==> src/rtl/movegen_sequencer.sv <==
// Sequences one pseudo-legal move-generation pass: replays a host position onto the
// board's serial bus, pulses start, then forwards and counts the returned move stream.
module movegen_sequencer #(
    parameter int SQUARES = 64,
    parameter int CNT_W   = 8,
    parameter int TIMEOUT = 1024
) (
    input  logic             clk,
    input  logic             rst,
    input  logic             req_valid,
    output logic             req_ready,
    input  logic             req_wtp,
    input  logic [3:0]       req_castle,
    input  logic [2:0]       req_ep,
    input  logic             sq_valid,
    input  logic [3:0]       sq_data,
    output logic             sq_ready,
    output logic             pos_valid,
    output logic [3:0]       pos_data,
    output logic             pos_sop,
    output logic             pos_eop,
    output logic             wtp,
    output logic [3:0]       castle,
    output logic [2:0]       ep,
    output logic             start,
    input  logic             uci_valid,
    input  logic [19:0]      uci_data,
    input  logic             uci_eop,
    output logic             mv_valid,
    output logic [19:0]      mv_data,
    output logic             done,
    output logic [CNT_W-1:0] move_count,
    output logic             timeout_err
);

    localparam int SQ_W  = (SQUARES > 1) ? $clog2(SQUARES) : 1;
    localparam int TMR_W = (TIMEOUT > 1) ? $clog2(TIMEOUT) : 1;
    localparam logic [SQ_W-1:0]  LAST_SQ   = SQ_W'(SQUARES - 1);
    localparam logic [TMR_W-1:0] LAST_TICK = TMR_W'(TIMEOUT - 1);
    localparam logic [CNT_W-1:0] CNT_MAX   = '1;

    localparam logic [2:0] S_IDLE    = 3'd0;
    localparam logic [2:0] S_LOAD    = 3'd1;
    localparam logic [2:0] S_START   = 3'd2;
    localparam logic [2:0] S_COLLECT = 3'd3;
    localparam logic [2:0] S_DONE    = 3'd4;

    logic [2:0]       r_state;
    logic [2:0]       w_next;
    logic             w_req_acc;
    logic             w_sq_acc;
    logic             w_mv_acc;
    logic             w_eop_hit;
    logic             w_tmo_hit;

    logic             r_req_ready;
    logic             r_sq_ready;
    logic [SQ_W-1:0]  r_sq_cnt;
    logic             r_wtp;
    logic [3:0]       r_castle;
    logic [2:0]       r_ep;
    logic             r_pos_valid;
    logic [3:0]       r_pos_data;
    logic             r_pos_sop;
    logic             r_pos_eop;
    logic             r_start;
    logic [TMR_W-1:0] r_timer;
    logic             r_mv_valid;
    logic [19:0]      r_mv_data;
    logic             r_done;
    logic [CNT_W-1:0] r_move_count;
    logic             r_timeout_err;

    // An eop arriving on the last timer tick takes priority over the timeout.
    always_comb begin
        w_req_acc = (r_state == S_IDLE) && req_valid;
        w_sq_acc  = (r_state == S_LOAD) && sq_valid;
        w_mv_acc  = (r_state == S_COLLECT) && uci_valid;
        w_eop_hit = w_mv_acc && uci_eop;
        w_tmo_hit = (r_state == S_COLLECT) && (r_timer == LAST_TICK) && !w_eop_hit;
    end

    always_comb begin
        w_next = r_state;
        case (r_state)
            S_IDLE:    if (req_valid) w_next = S_LOAD;
            S_LOAD:    if (sq_valid && (r_sq_cnt == LAST_SQ)) w_next = S_START;
            S_START:   w_next = S_COLLECT;
            S_COLLECT: if (w_eop_hit || w_tmo_hit) w_next = S_DONE;
            S_DONE:    w_next = S_IDLE;
            default:   w_next = S_IDLE;
        endcase
    end

    always_ff @(posedge clk or posedge rst) begin
        if (rst) begin
            r_state     <= S_IDLE;
            r_req_ready <= 1'b1;
            r_sq_ready  <= 1'b0;
            r_sq_cnt    <= '0;
            r_wtp       <= 1'b0;
            r_castle    <= '0;
            r_ep        <= '0;
        end else begin
            r_state     <= w_next;
            r_req_ready <= (w_next == S_IDLE);
            r_sq_ready  <= (w_next == S_LOAD);
            if (w_req_acc) begin
                r_sq_cnt <= '0;
                r_wtp    <= req_wtp;
                r_castle <= req_castle;
                r_ep     <= req_ep;
            end else if (w_sq_acc) begin
                r_sq_cnt <= r_sq_cnt + SQ_W'(1);
            end
        end
    end

    always_ff @(posedge clk or posedge rst) begin
        if (rst) begin
            r_pos_valid <= 1'b0;
            r_pos_data  <= '0;
            r_pos_sop   <= 1'b0;
            r_pos_eop   <= 1'b0;
        end else begin
            r_pos_valid <= w_sq_acc;
            r_pos_sop   <= w_sq_acc && (r_sq_cnt == '0);
            r_pos_eop   <= w_sq_acc && (r_sq_cnt == LAST_SQ);
            if (w_sq_acc) r_pos_data <= sq_data;
        end
    end

    // Count and timeout flag survive DONE so the host can read them after the pulse.
    always_ff @(posedge clk or posedge rst) begin
        if (rst) begin
            r_start       <= 1'b0;
            r_timer       <= '0;
            r_mv_valid    <= 1'b0;
            r_mv_data     <= '0;
            r_done        <= 1'b0;
            r_move_count  <= '0;
            r_timeout_err <= 1'b0;
        end else begin
            r_start    <= (r_state == S_START);
            r_mv_valid <= w_mv_acc;
            r_done     <= (w_next == S_DONE);
            if (w_mv_acc) r_mv_data <= uci_data;
            if (r_state == S_START) begin
                r_timer      <= '0;
                r_move_count <= '0;
            end else if (r_state == S_COLLECT) begin
                r_timer <= r_timer + TMR_W'(1);
                if (uci_valid && (r_move_count != CNT_MAX))
                    r_move_count <= r_move_count + CNT_W'(1);
            end
            if (w_req_acc)      r_timeout_err <= 1'b0;
            else if (w_tmo_hit) r_timeout_err <= 1'b1;
        end
    end

    assign req_ready   = r_req_ready;
    assign sq_ready    = r_sq_ready;
    assign pos_valid   = r_pos_valid;
    assign pos_data    = r_pos_data;
    assign pos_sop     = r_pos_sop;
    assign pos_eop     = r_pos_eop;
    assign wtp         = r_wtp;
    assign castle      = r_castle;
    assign ep          = r_ep;
    assign start       = r_start;
    assign mv_valid    = r_mv_valid;
    assign mv_data     = r_mv_data;
    assign done        = r_done;
    assign move_count  = r_move_count;
    assign timeout_err = r_timeout_err;

endmodule

==> config.mk <==
export PLATFORM = sky130hd
export DESIGN_NAME = movegen_sequencer
export DESIGN_NICKNAME = d
export VERILOG_FILES = /design/src/rtl/movegen_sequencer.sv
export SDC_FILE = /design/constraint.sdc
export NUM_CORES = 1
export LEC_CHECK = 0
export ABC_AREA = 1
export BUFFER_PORTS_ARGS = -buffer_cell sky130_fd_sc_hd__clkbuf_2
export CAP_MARGIN = 20
export CORE_UTILIZATION = 46
export DETAILED_ROUTE_END_ITERATION = 7
export PLACE_DENSITY_LB_ADDON = 0.15
export SYNTH_ARGS = -nofsm -noshare
export SYNTH_HDL_FRONTEND = slang
export SYNTH_SLANG_ARGS = --single-unit
==> constraint.sdc <==
create_clock -name clk -period 2 [get_ports clk]
set_clock_uncertainty 0.15 [all_clocks]
set_input_delay 0.1 -clock clk [delete_from_list [all_inputs] [get_ports clk]]
set_output_delay 0.1 -clock clk [all_outputs]
set_load 0.01 [all_outputs]
# --- After elaboration in Yosys (flattened, before gate mapping) ---
# Cells that the tools add are included.
# W data, S select, Z words.
word_totals:
  inputBits: 38
  output_inout_bits: 49
  latch_bits: 0
  ramBits: 0
  reg_bits: 68
  mem_count: 0
  mem_bits_ro: 0
  elab_cells: 62
op_classes:
  eq_ne: 8
  n_div: 0
  addsub: 3
  n_mux: 13
  n_reduce_logical: 20
  multipliers: 0
  bitwise: 0
  order_cmp: 0
  shift: 0
op_table:
  columns: ["operator", "count"]
  rows:
  - ["$mux W8", 3]
  - ["$mux W10", 2]
  - ["$mux W6", 2]
  - ["$pmux W3 S4", 1]
  - ["$add A10 B1 Y10 const B", 1]
  - ["$eq A10 B10 Y1 const B", 1]
  - ["$logic_and A1 B1 Y1", 10]
  - ["$mux W3", 3]
  - ["$add A8 B1 Y8 const B", 1]
  - ["$ne A8 B8 Y1 const B", 1]
  - ["$reduce_bool A2 Y1", 4]
  - ["$add A6 B1 Y6 const B", 1]
  - ["$eq A3 B1 Y1 const B", 2]
  - ["$eq A3 B2 Y1 const B", 2]
  - ["$eq A6 B6 Y1 const B", 1]
  - ["$logic_not A3 Y1", 2]
  - ["$logic_not A6 Y1", 1]
  - ["$eq A3 B3 Y1 const B", 1]
  - ["$mux W1", 2]
  - ["$reduce_and A2 Y1", 1]
  - ["$logic_not A1 Y1", 1]
  - ["$logic_or A1 B1 Y1", 1]

# --- Longest topological paths before layout ---
# Gate-level depths: netlist (run 1).
logic_depth:
  ltp_word: 9
  depth_mapped: 9
  mapped_depth_nobuf: 9

# --- Least setup slack after synthesis (run 1) ---
# No wires, ideal clock.
synth_path:
  path_type: "flip-flop to flip-flop"
  startpoint: "register r_move_count[0], in the netlist move_count[0]"
  endpoint: "register r_move_count[7], in the netlist move_count[7]"
  path_buffers: 0
  synth_period_minus_slack_ps: 1545
  setup_time_ps: 123
  required_time_ps: 1727
  t_arrival_ps: 1272
  path_slack_ps: 455
  path_stages_with_launch: 7
  cell_sequence: "dfrtp_1 > ha_1 > nand3_1 > nor3_4 > nor2_8 > nor2_8 > o21ai_1"
synth_between:
  elab_chain_cells: 4
  elab_cells_between_ends: 8
  cone_classes: "1 x add/sub; 1 x eq/ne; 3 x mux; 3 x reduce/logical"
synth_rtl:
  columns: ["item", "line_no", "text"]
  rows:
  - ["start, declared", "71", "logic [CNT_W-1:0] r_move_count;"]
  - ["start signal, assigned", "154", "r_move_count <= r_move_count + CNT_W'(1);"]
  - ["$add A8 B1 Y8 / $ne A8 B8 Y1 (equally long branches)", "154, 153", null]
  - ["$mux W8 / $logic_and A1 B1 Y1 (equally long branches)", "153", "if (uci_valid && (r_move_count != CNT_MAX))"]
  - ["$mux W8 / $reduce_bool A2 Y1 (equally long branches)", null, null]
  - ["$mux W8 / $reduce_and A2 Y1 (equally long branches)", null, null]
# Parallel ways exist; a longest one is shown, timed or not. The select of a mux whose other input is x is not followed.
# A chain may end at the register's enable or synchronous reset.

# --- Worst setup path in the final report (run 1) ---
layout_path:
  startpoint: "register r_state[2]"
  endpoint: "register r_req_ready, in the netlist req_ready"
layout_between:
  elab_chain_cells: 9
  elab_cells_between_ends: 15
  cone_classes: "3 x eq/ne; 4 x mux; 8 x reduce/logical"
layout_rtl:
  columns: ["item", "line_no", "text"]
  rows:
  - ["start, declared", "48", "logic [2:0] r_state;"]
  - ["start signal, assigned", "105", "r_state <= w_next;"]
  - ["$eq A3 B2 Y1", "78, 80, 85", null]
  - ["$logic_and A1 B1 Y1", "78", "w_mv_acc = (r_state == S_COLLECT) && uci_valid;"]
  - ["$logic_and A1 B1 Y1", "79", "w_eop_hit = w_mv_acc && uci_eop;"]
  - ["$logic_not A1 Y1", "80", "w_tmo_hit = (r_state == S_COLLECT) && (r_timer == LAST_TICK) && !w_eop_hit;"]
  - ["$logic_and A1 B1 Y1", "80", null]
  - ["$logic_or A1 B1 Y1", "89", "S_COLLECT: if (w_eop_hit || w_tmo_hit) w_next = S_DONE;"]
  - ["$mux W3", "89", null]
  - ["$pmux W3 S4 (*)", "85", "case (r_state)"]
  - ["$logic_not A3 Y1 (*)", "106", "r_req_ready <= (w_next == S_IDLE);"]
  - ["end signal, assigned", "106", null]
  - ["end, declared", "56", "logic r_req_ready;"]
# Every way passes the cells marked *; elsewhere a longest branch is shown, timed or not.

==> results.py, run 1 <==
metrics = {
    "die": {
        "start_util_pct": 47.6,
        "die_y_microns": 82.8,
        "rows": 29,
        "fp.dieW_microns": 82.8,
        "ios": 87,
        "core_sq_um": 6310,
        "die-area_sq_um": 6860,
    },
    "routing": {
        "top_layer": "met4",
        "routedWlPerCell_microns": 11.9,
        "wirelength_met1_microns": 3020,
        "num_vias": 2705,
        "drt-initial-drc-count": 101,
        "dr.pass1.iters": 4,
        "ant_nets": 0,
        "viasPerCell": 4.80,
        "met3_length_microns": 261,
        "met2_length_microns": 3250,
        "drt-total-wl_microns": 6710,
        "drc": 0,
    },
    "placed_design": {
        "io_buffers": 86,
        "dpl.hpwl_microns": 4450,
        "post-place-cells": 513,
        "gp_congestion": 0.885,
    },
    "critical_path": {
        "path_class": "reg2reg",
        "r2r-start": "r_state[2]$_DFF_PP0_",
        "crit_required_ps": 2120,
        "start_kind": "flip-flop",
        "r2r_end": "req_ready$_DFF_PP1_",
        "crit_top_cell": "nand3_1",
        "cp_max_fo": 22,
        "slowest_stage": "dfrtp_1",
        "path_cells": "inv_1 -> nand3_4 -> nor2_4 -> buf_4 -> nand2_1 -> nand3_1 -> nand3_1 -> nor2_1",
        "critPathCaptureType": "flip-flop",
        "rrSetupSlack_ps": 330,
        "arrival_ps": 1790,
        "crit_family": "simple AND/OR/NAND/NOR gates",
        "crit_path_max_incr_delay_ps": 380,
        "worst-path-buf-inv": 2,
        "rr_worst_depth": 8,
    },
    "timing": {
        "report.final.slew_viol_count": 0,
        "finalCriticalPeriod_ps": 1670,
        "tns_ps": 0,
        "relSlewSlack_pct": 72.4,
        "rsz0062_at_grt": "no",
        "worst_slew_pin_slew_ps": 414,
        "hold_viol": 0,
        "clock.fmax_ghz": 0.598,
        "finalCritPeriodShare_pct": 83.6,
        "hold_slack_ps": 82.9,
        "finalSetupViolCount": 0,
    },
    "clocking": {
        "cts_resized": 0,
        "cts.reportedPaths.clkPinSlew_ps": 80,
        "cts-buffers-inserted": 9,
        "post_cts_buffers": 0,
        "cts.path.max_buffers": 2,
        "clock_latency_ps": 340,
        "cts_root_buf": "clkbuf_8",
        "cts_sinks": 68,
        "htreeDepth": 3,
        "cts_tree": "built",
        "ctsHoldBuffers": 35,
    },
    "job": {
        "maxCapViolations": 0,
    },
    "hold_path": {
        "hold_start": "uci_valid",
        "min_path_type": "in2reg",
        "hold_depth": 4,
        "whs_endpoint": "mv_valid$_DFF_PP0_",
    },
    "power_and_ir_drop": {
        "power_leakage_nw": 2.30,
        "cellPowerDensity_nw_per_um2": 821,
        "vdd_ir_drop_max_mv": 0.540,
    },
    "global_routing": {
        "grt_usage_pct": 21.2,
        "grt_pass1_wl_microns": 11700,
        "grt-ovfl-total": 0,
        "antenna_found_initial": 0,
        "grt_max_degree": 33,
        "grt_pass1_vias": 2653,
    },
    "finish": {
        "num_antenna_cells": 0,
        "area_delta_synth_final_pct": 37.1,
        "layout-drive-gt1-share_pct": 24.4,
        "post-route-util_pct": 65.3,
        "stdcell_count": 564,
        "final_nets": 524,
    },
    "synthesis": {
        "netlist_area_sq_um": 3010,
        "synthesis.nets": 393,
        "syn_avg_cell_area_sq_um": 8.56,
        "ys.warnings.count": 0,
        "ys_seq_area_share_pct": 56.7,
        "postSynthCellCount": 351,
        "synth.distinct_cells": 28,
        "ys_seq_elements": 68,
    },
    "run_status": {
        "outcome": "completed",
    },
}
cells by family after synthesis:
kind of cell | Yosys count | share of synthesized area (%)
compound gates | 23 | 4.16
xor+xnor | 4 | 1.17
fa+ha+maj | 4 | 1.67
buf+inv | 37 | 4.91
flops | 68 | 56.7
simple gates | 215 | 31.4
worst reg2reg max path, cell delays in order, from the launching register on:
cell and delay, ps:
dfrtp_1 380, inv_1 110, nand3_4 120, nor2_4 110, buf_4 250, nand2_1 160
nand3_1 160, nand3_1 80, nor2_1 100
placed cells by master, fill, tap and decap left out, types with 2 or more instances in the layout:
cell type,n
nand3b_1,3
xor2_1,4
nor2_8,2
buf_4,5
bufinv_16,2
dlygate4sd3_1,35
dfrtp_1,67
ha_1,4
nand4_1,6
clkbuf_2,86
nand2_1,150
inv_2,3
nor2_1,22
inv_1,27
a21o_1,2
nor3_1,3
o21ai_0,9
clkinvlp_4,2
nand3_1,20
a21oi_1,9
nand2_2,2
clkbuf_8,9
state kept, by name, indices dropped and copies added, names as in the netlist, 3 cells and up:
| register | flops |
|---|---|
| mv_data | 20 |
| r_timer | 10 |
| move_count | 8 |
| r_sq_cnt | 6 |
| castle | 4 |
| pos_data | 4 |
| ep | 3 |
| r_state | 3 |
synth_stat cells:
master      n  share of area (%)
nor2_4      1               0.37
nor2_1     22                2.7
nor3_1      3               0.50
buf_2       7                1.2
nand3b_1    3               0.75
nor3_4      1               0.54
o21ai_0     9                1.5
nand2_1   150                 19
o21a_1      1               0.25
nand2_2     2               0.42
xor2_1      4                1.2
dfrtp_1    67                 56
nor2_8      2                1.3
and3_1      1               0.21
nor4_1      1               0.21
inv_1      28                3.5
nor3b_1     1               0.25
a21o_1      2               0.50
o21ai_1     1               0.17
nor2_2      1               0.21
ha_1        4                1.7
nand3_1    20                3.3
dfstp_2     1               0.87
nand3_4     1               0.58
a21oi_1     9                1.5
o21bai_1    1               0.25
inv_2       2               0.25
nand4_1     6                1.2
metal layers:
layer / GRT usage [%] / vias to the layer above
li1: - / 1363
met1: 26.5 / 1264
met2: 34.6 / 62
met3: 4.67 / 16
met4: 10.7 / 0
met5: 0 / -
power by group:
| part | switching [mW] | internal [mW] |
|---|---|---|
| Sequential | 0.118 | 1.52 |
| Combinational | 0.288 | 0.234 |
| Clock | 0.524 | 0.702 |
| Total | 0.929 | 2.45 |
worst max-delay path by stage:
stage / start / end / depth (start not counted)
2_1_floorplan: rst / castle[0]$_DFFE_PP0P_ / 1
3_3_place_gp: move_count[0]$_DFFE_PP0P_ / move_count[7]$_DFFE_PP0P_ / 6
3_5_place_dp: r_state[2]$_DFF_PP0_ / req_ready$_DFF_PP1_ / 8
4_1_cts: r_state[2]$_DFF_PP0_ / req_ready$_DFF_PP1_ / 8
5_1_grt: r_state[2]$_DFF_PP0_ / req_ready$_DFF_PP1_ / 8
6_report: r_state[2]$_DFF_PP0_ / req_ready$_DFF_PP1_ / 8
stage by stage:
stage | power, mW | setup WS, ps | area (sq um)
6_report | 3.38 | 329 | 4120
5_1_grt | 3.57 | 203 | 4120
4_1_cts | 3.42 | 320 | 4120
3_5_place_dp | 2.12 | 344 | 3550
3_3_place_gp | 2.11 | 409 | 3550
2_1_floorplan | 1.92 | 40.1 | 3010
area by class of cell:
type / count / area [sq um]
Tap cell: 77 / 96.3
Timing Repair Buffer: 127 / 838
Clock inverter: 6 / 88.8
Inverter: 30 / 113
Fill cell: 554 / 2190
Clock buffer: 10 / 128
Multi-Input combinational cell: 246 / 1150
Sequential cell: 68 / 1700
No activity file was read; power rests on OpenSTA's default activity.
==> run 2: changes to the inputs <==
Settings changed: CORE_UTILIZATION 46 to 51.
Clock period 2 ns to 1.7 ns, I/O delays scaled along.
==> results.py, run 2 (synthesis gave the netlist of run 1 again) <==
metrics = {
    "timing": {
        "relSlewSlack_pct": 69.9,
        "clock.fmax_ghz": 0.606,
        "finalSetupViolCount": 0,
        "hold_viol": 0,
        "finalCriticalPeriod_ps": 1650,
        "finalCritPeriodShare_pct": 97.1,
        "hold_slack_ps": 76.5,
        "worst_slew_pin_slew_ps": 452,
        "setup_ws_ps": 49.4,
        "report.final.slew_viol_count": 0,
    },
    "clocking": {
        "cts.reportedPaths.clkPinSlew_ps": 80,
        "clock_latency_ps": 340,
        "cts_tree": "built",
        "cts.path.max_buffers": 2,
        "cts-buffers-inserted": 9,
        "htreeDepth": 3,
        "cts_root_buf": "clkbuf_8",
        "cts_sinks": 68,
    },
    "die": {
        "core_sq_um": 5610,
        "fp.dieW_microns": 78.8,
        "start_util_pct": 53.6,
        "die_y_microns": 78.8,
        "die-area_sq_um": 6200,
        "ios": 87,
        "rows": 27,
    },
    "critical_path": {
        "critPathCaptureType": "flip-flop",
        "crit_required_ps": 1810,
        "start_kind": "flip-flop",
        "r2r-start": "move_count[0]$_DFFE_PP0P_",
        "cp_max_fo": 9,
        "arrival_ps": 1760,
        "startpoint": "move_count[0]$_DFFE_PP0P_",
        "r2r_end": "move_count[1]$_DFFE_PP0P_",
        "crit_path_end": "move_count[1]$_DFFE_PP0P_",
        "rr_worst_depth": 7,
        "rrSetupSlack_ps": 50,
        "path_class": "reg2reg",
    },
    "placed_design": {
        "dpl.hpwl_microns": 4610,
        "pre_cts_slack_ps": 80.6,
        "gp_congestion": 0.822,
        "io_buffers": 86,
    },
    "routing": {
        "drt-initial-drc-count": 162,
        "drt-total-wl_microns": 7550,
        "num_vias": 2831,
        "dr.pass1.iters": 4,
        "viasPerCell": 4.99,
        "routedWlPerCell_microns": 13.3,
        "drc": 0,
        "ant_nets": 0,
    },
    "hold_path": {
        "min_path_type": "in2reg",
    },
    "finish": {
        "num_antenna_cells": 0,
        "layout-drive-gt1-share_pct": 26.7,
        "layout_commonest_cell": "nand2_1",
        "largest_reg_flops": 20,
        "area_delta_synth_final_pct": 39.6,
        "final_nets": 532,
        "layout_common_cells": "150 x nand2_1, 86 x clkbuf_2, 64 x dfrtp_1",
    },
    "global_routing": {
        "grt_pass1_vias": 2731,
        "grt-ovfl-total": 0,
        "grt_pass1_wl_microns": 12100,
        "antenna_found_initial": 0,
        "grt_usage_pct": 25.6,
        "grt_max_degree": 38,
    },
    "run_status": {
        "outcome": "completed",
    },
    "power_and_ir_drop": {
        "cellPowerDensity_nw_per_um2": 953,
        "power_leakage_nw": 2.32,
        "vdd_ir_drop_max_mv": 0.671,
    },
    "job": {
        "maxCapViolations": 0,
    },
}
run 2: worst min-delay path by stage:
stage,startpoint,endpoint,slack (ps),cells after the start
final,uci_valid,mv_valid$_DFF_PP0_,80,4
after global placement,rst,wtp$_DFFE_PP0P_,60,3
after global routing,uci_valid,mv_valid$_DFF_PP0_,60,4
after CTS,uci_valid,done$_DFF_PP0_,30,5
after floorplan,req_castle[0],castle[0]$_DFFE_PP0P_,40,2
after detailed placement,rst,castle[3]$_DFFE_PP0P_,60,3
run 2: what timing repair did:
item	in CTS	in global routing
hold endpoints to repair	106	0
hold buffers	37	0
setup endpoints to repair	0	10
buffers inserted	0	5
resized for setup	0	8
run 2: critical path: stages, from the launching register on:
cell and delay (ps):
dfrtp_2 420, ha_4 170, nand3_1 140, nor3_4 290, nor2_8 90, nor2_8 140
nand2_1 90, nand2_1 80
run 2: cell type report:
type                    count  area [sq um]
flip-flops and latches     68          1710
fillers                   437          1410
multi-input cells         246          1180
repair buffers            135           891
clock buffers               9           124
inverters                  30           116
clock inverters             7          91.3
well taps                  72          90.1
run 2: metrics by stage:
stage	cells	setup TNS [ps]	power, mW	instance area, sq um	utilization [%]
after floorplan	351	0	2.26	3010	-
after global placement	509	0	2.48	3550	63.3
after detailed placement	509	0	2.50	3550	63.3
after CTS	562	0	4.00	4130	73.7
after global routing	567	-26.2	4.19	4200	74.8
final	567	0	4.00	4200	74.8
run 2: where the power goes:
| part | switching [mW] | internal (mW) |
|---|---|---|
| Clock | 0.620 | 0.820 |
| Sequential | 0.143 | 1.79 |
| Combinational | 0.350 | 0.279 |
run 2: layer usage:
metal	up-vias	wire length, microns	GRT usage (%)
li1	1381	-	-
met1	1338	3060	30.6
met2	90	3940	43.8
met3	22	355	5.29
met4	0	204	12.8
met5	-	0	0
==> run 3: changes to the inputs <==
Settings changed: CORE_UTILIZATION 51 to 41.
Clock period 1.7 ns to 1.85 ns, I/O delays scaled along.
==> results.py, run 3 (synthesis gave the netlist of run 1 again) <==
metrics = {
    "run_status": {
        "outcome": "completed",
    },
    "finish": {
        "final_nets": 525,
        "area_delta_synth_final_pct": 38.2,
        "layout-drive-gt1-share_pct": 24.6,
        "fin_area_sq_um": 4150,
        "layout_commonest_cell": "nand2_1",
        "largest_reg_flops": 20,
        "layout_common_cells": "150 x nand2_1, 86 x clkbuf_2, 67 x dfrtp_1",
        "stdcell_count": 584,
        "multi_input_area_sq_um": 1150,
        "register_area_sq_um": 1700,
        "nFillCells": 610,
        "num_antenna_cells": 0,
        "post-route-util_pct": 59.8,
    },
    "hold_path": {
        "min_path_type": "in2reg",
    },
    "clocking": {
        "cts_root_buf": "clkbuf_8",
        "cts.reportedPaths.clkPinSlew_ps": 70,
        "cts_tree": "built",
        "cts-buffers-inserted": 9,
        "htreeDepth": 3,
        "ctsHoldBuffers": 35,
        "post_cts_buffers": 0,
        "cts.path.max_buffers": 2,
        "cts_sinks": 68,
        "clock_latency_ps": 340,
        "cts_resized": 0,
    },
    "die": {
        "core_sq_um": 6940,
        "die-area_sq_um": 7680,
        "die_y_microns": 87.6,
        "start_util_pct": 43.3,
        "rows": 30,
        "fp.dieW_microns": 87.6,
        "ios": 87,
    },
    "placed_design": {
        "gp_congestion": 0.886,
        "post-place-cells": 533,
        "place_area_sq_um": 3590,
        "dpl.hpwl_microns": 4580,
        "io_buffers": 86,
    },
    "routing": {
        "routedWlPerCell_microns": 11.9,
        "num_vias": 2731,
        "dr.pass1.iters": 4,
        "drt-total-wl_microns": 6970,
        "ant_nets": 0,
        "viasPerCell": 4.68,
        "drt-initial-drc-count": 136,
        "drc": 0,
    },
    "timing": {
        "tns_ps": 0,
        "finalCriticalPeriod_ps": 1630,
        "rsz0062_at_grt": "no",
        "clock.fmax_ghz": 0.614,
        "finalSetupViolCount": 0,
        "finalCritPeriodShare_pct": 88.1,
        "hold_slack_ps": 63.2,
        "worst_slew_pin_slew_ps": 309,
        "hold_viol": 0,
        "relSlewSlack_pct": 79.4,
        "report.final.slew_viol_count": 0,
    },
    "global_routing": {
        "grt_usage_pct": 19.6,
        "antenna_found_initial": 0,
        "gr-usage-met2_pct": 32.2,
        "grt-ovfl-total": 0,
        "met3_usage_pct": 4.34,
        "grt.busiest_layer": "met2",
        "grt_pass1_wl_microns": 11500,
        "grt_max_degree": 47,
        "grt_pass1_vias": 2581,
        "grtUsageMet1_pct": 25.1,
    },
    "critical_path": {
        "crit_required_ps": 1970,
        "cp_max_fo": 9,
        "critPathCaptureType": "flip-flop",
        "arrival_ps": 1750,
        "rrSetupSlack_ps": 220,
        "start_kind": "flip-flop",
        "path_class": "reg2reg",
    },
    "power_and_ir_drop": {
        "vdd_ir_drop_max_mv": 0.567,
        "cellPowerDensity_nw_per_um2": 874,
        "power_leakage_nw": 2.31,
    },
    "job": {
        "maxCapViolations": 0,
    },
}
==> run 3: changes by cell type in the layout (fill, tap and decap cells not counted), sizes merged <==
cell / before / now
bufinv: 2 / 1
dlygate4sd3: 37 / 35
clkinv: 4 / 2
clkinvlp: 2 / 1
clkbuf: 95 / 99
buf: 12 / 7
==> run 3: final cells by class <==
class                      count  share of cell area, %
sequential                    68                   41.0
multi-input combinational    246                   27.8
timing repair buffer         128                   20.4
clock buffer                  13                   4.07
tap                           96                   2.89
inverter                      30                   2.80
clock inverter                 3                   1.05
==> run 3: report_power, final <==
part	internal [mW]	total, mW	switching (mW)	leakage [nW]
logic	0.254	0.573	0.319	1.31
clock network	0.734	1.29	0.552	0.110
registers	1.64	1.77	0.128	0.885
total	2.63	3.63	0.999	2.31
==> run 3: per-stage QoR <==
step           power, mW  setup slack (ps)
6_report            3.63               220
5_1_grt             3.82              99.4
4_1_cts             3.65               232
3_5_place_dp        2.31               235
3_3_place_gp        2.30               290
2_1_floorplan       2.08               305
==> run 3: final timing paths <==
kind	end	from	depth (start not counted)
max	move_count[2]$_DFFE_PP0P_	move_count[0]$_DFFE_PP0P_	7
min	sq_ready$_DFF_PP0_	req_valid	5
max reg2reg	move_count[2]$_DFFE_PP0P_	move_count[0]$_DFFE_PP0P_	7
min reg2reg	mv_data[10]$_DFFE_PP0N_	mv_data[10]$_DFFE_PP0N_	2
max in group asynchronous	req_ready$_DFF_PP1_	rst	4
min in group asynchronous	r_state[0]$_DFF_PP0_	rst	4
==> run 3: critical path, cell delays in order, from the launching register on <==
cell and delay (ps):
dfrtp_1 410, ha_1 240, nand3_1 150, nor3_4 240, nor2_8 80, nor2_8 150, nor2_1 60, nor2_1 80
==> run 3: layer usage <==
metal	part of all wire [%]	vias to the layer above
met5	0	-
met4	1.8	0
met3	4.5	11
met2	48	70
met1	45	1288
li1	-	1362
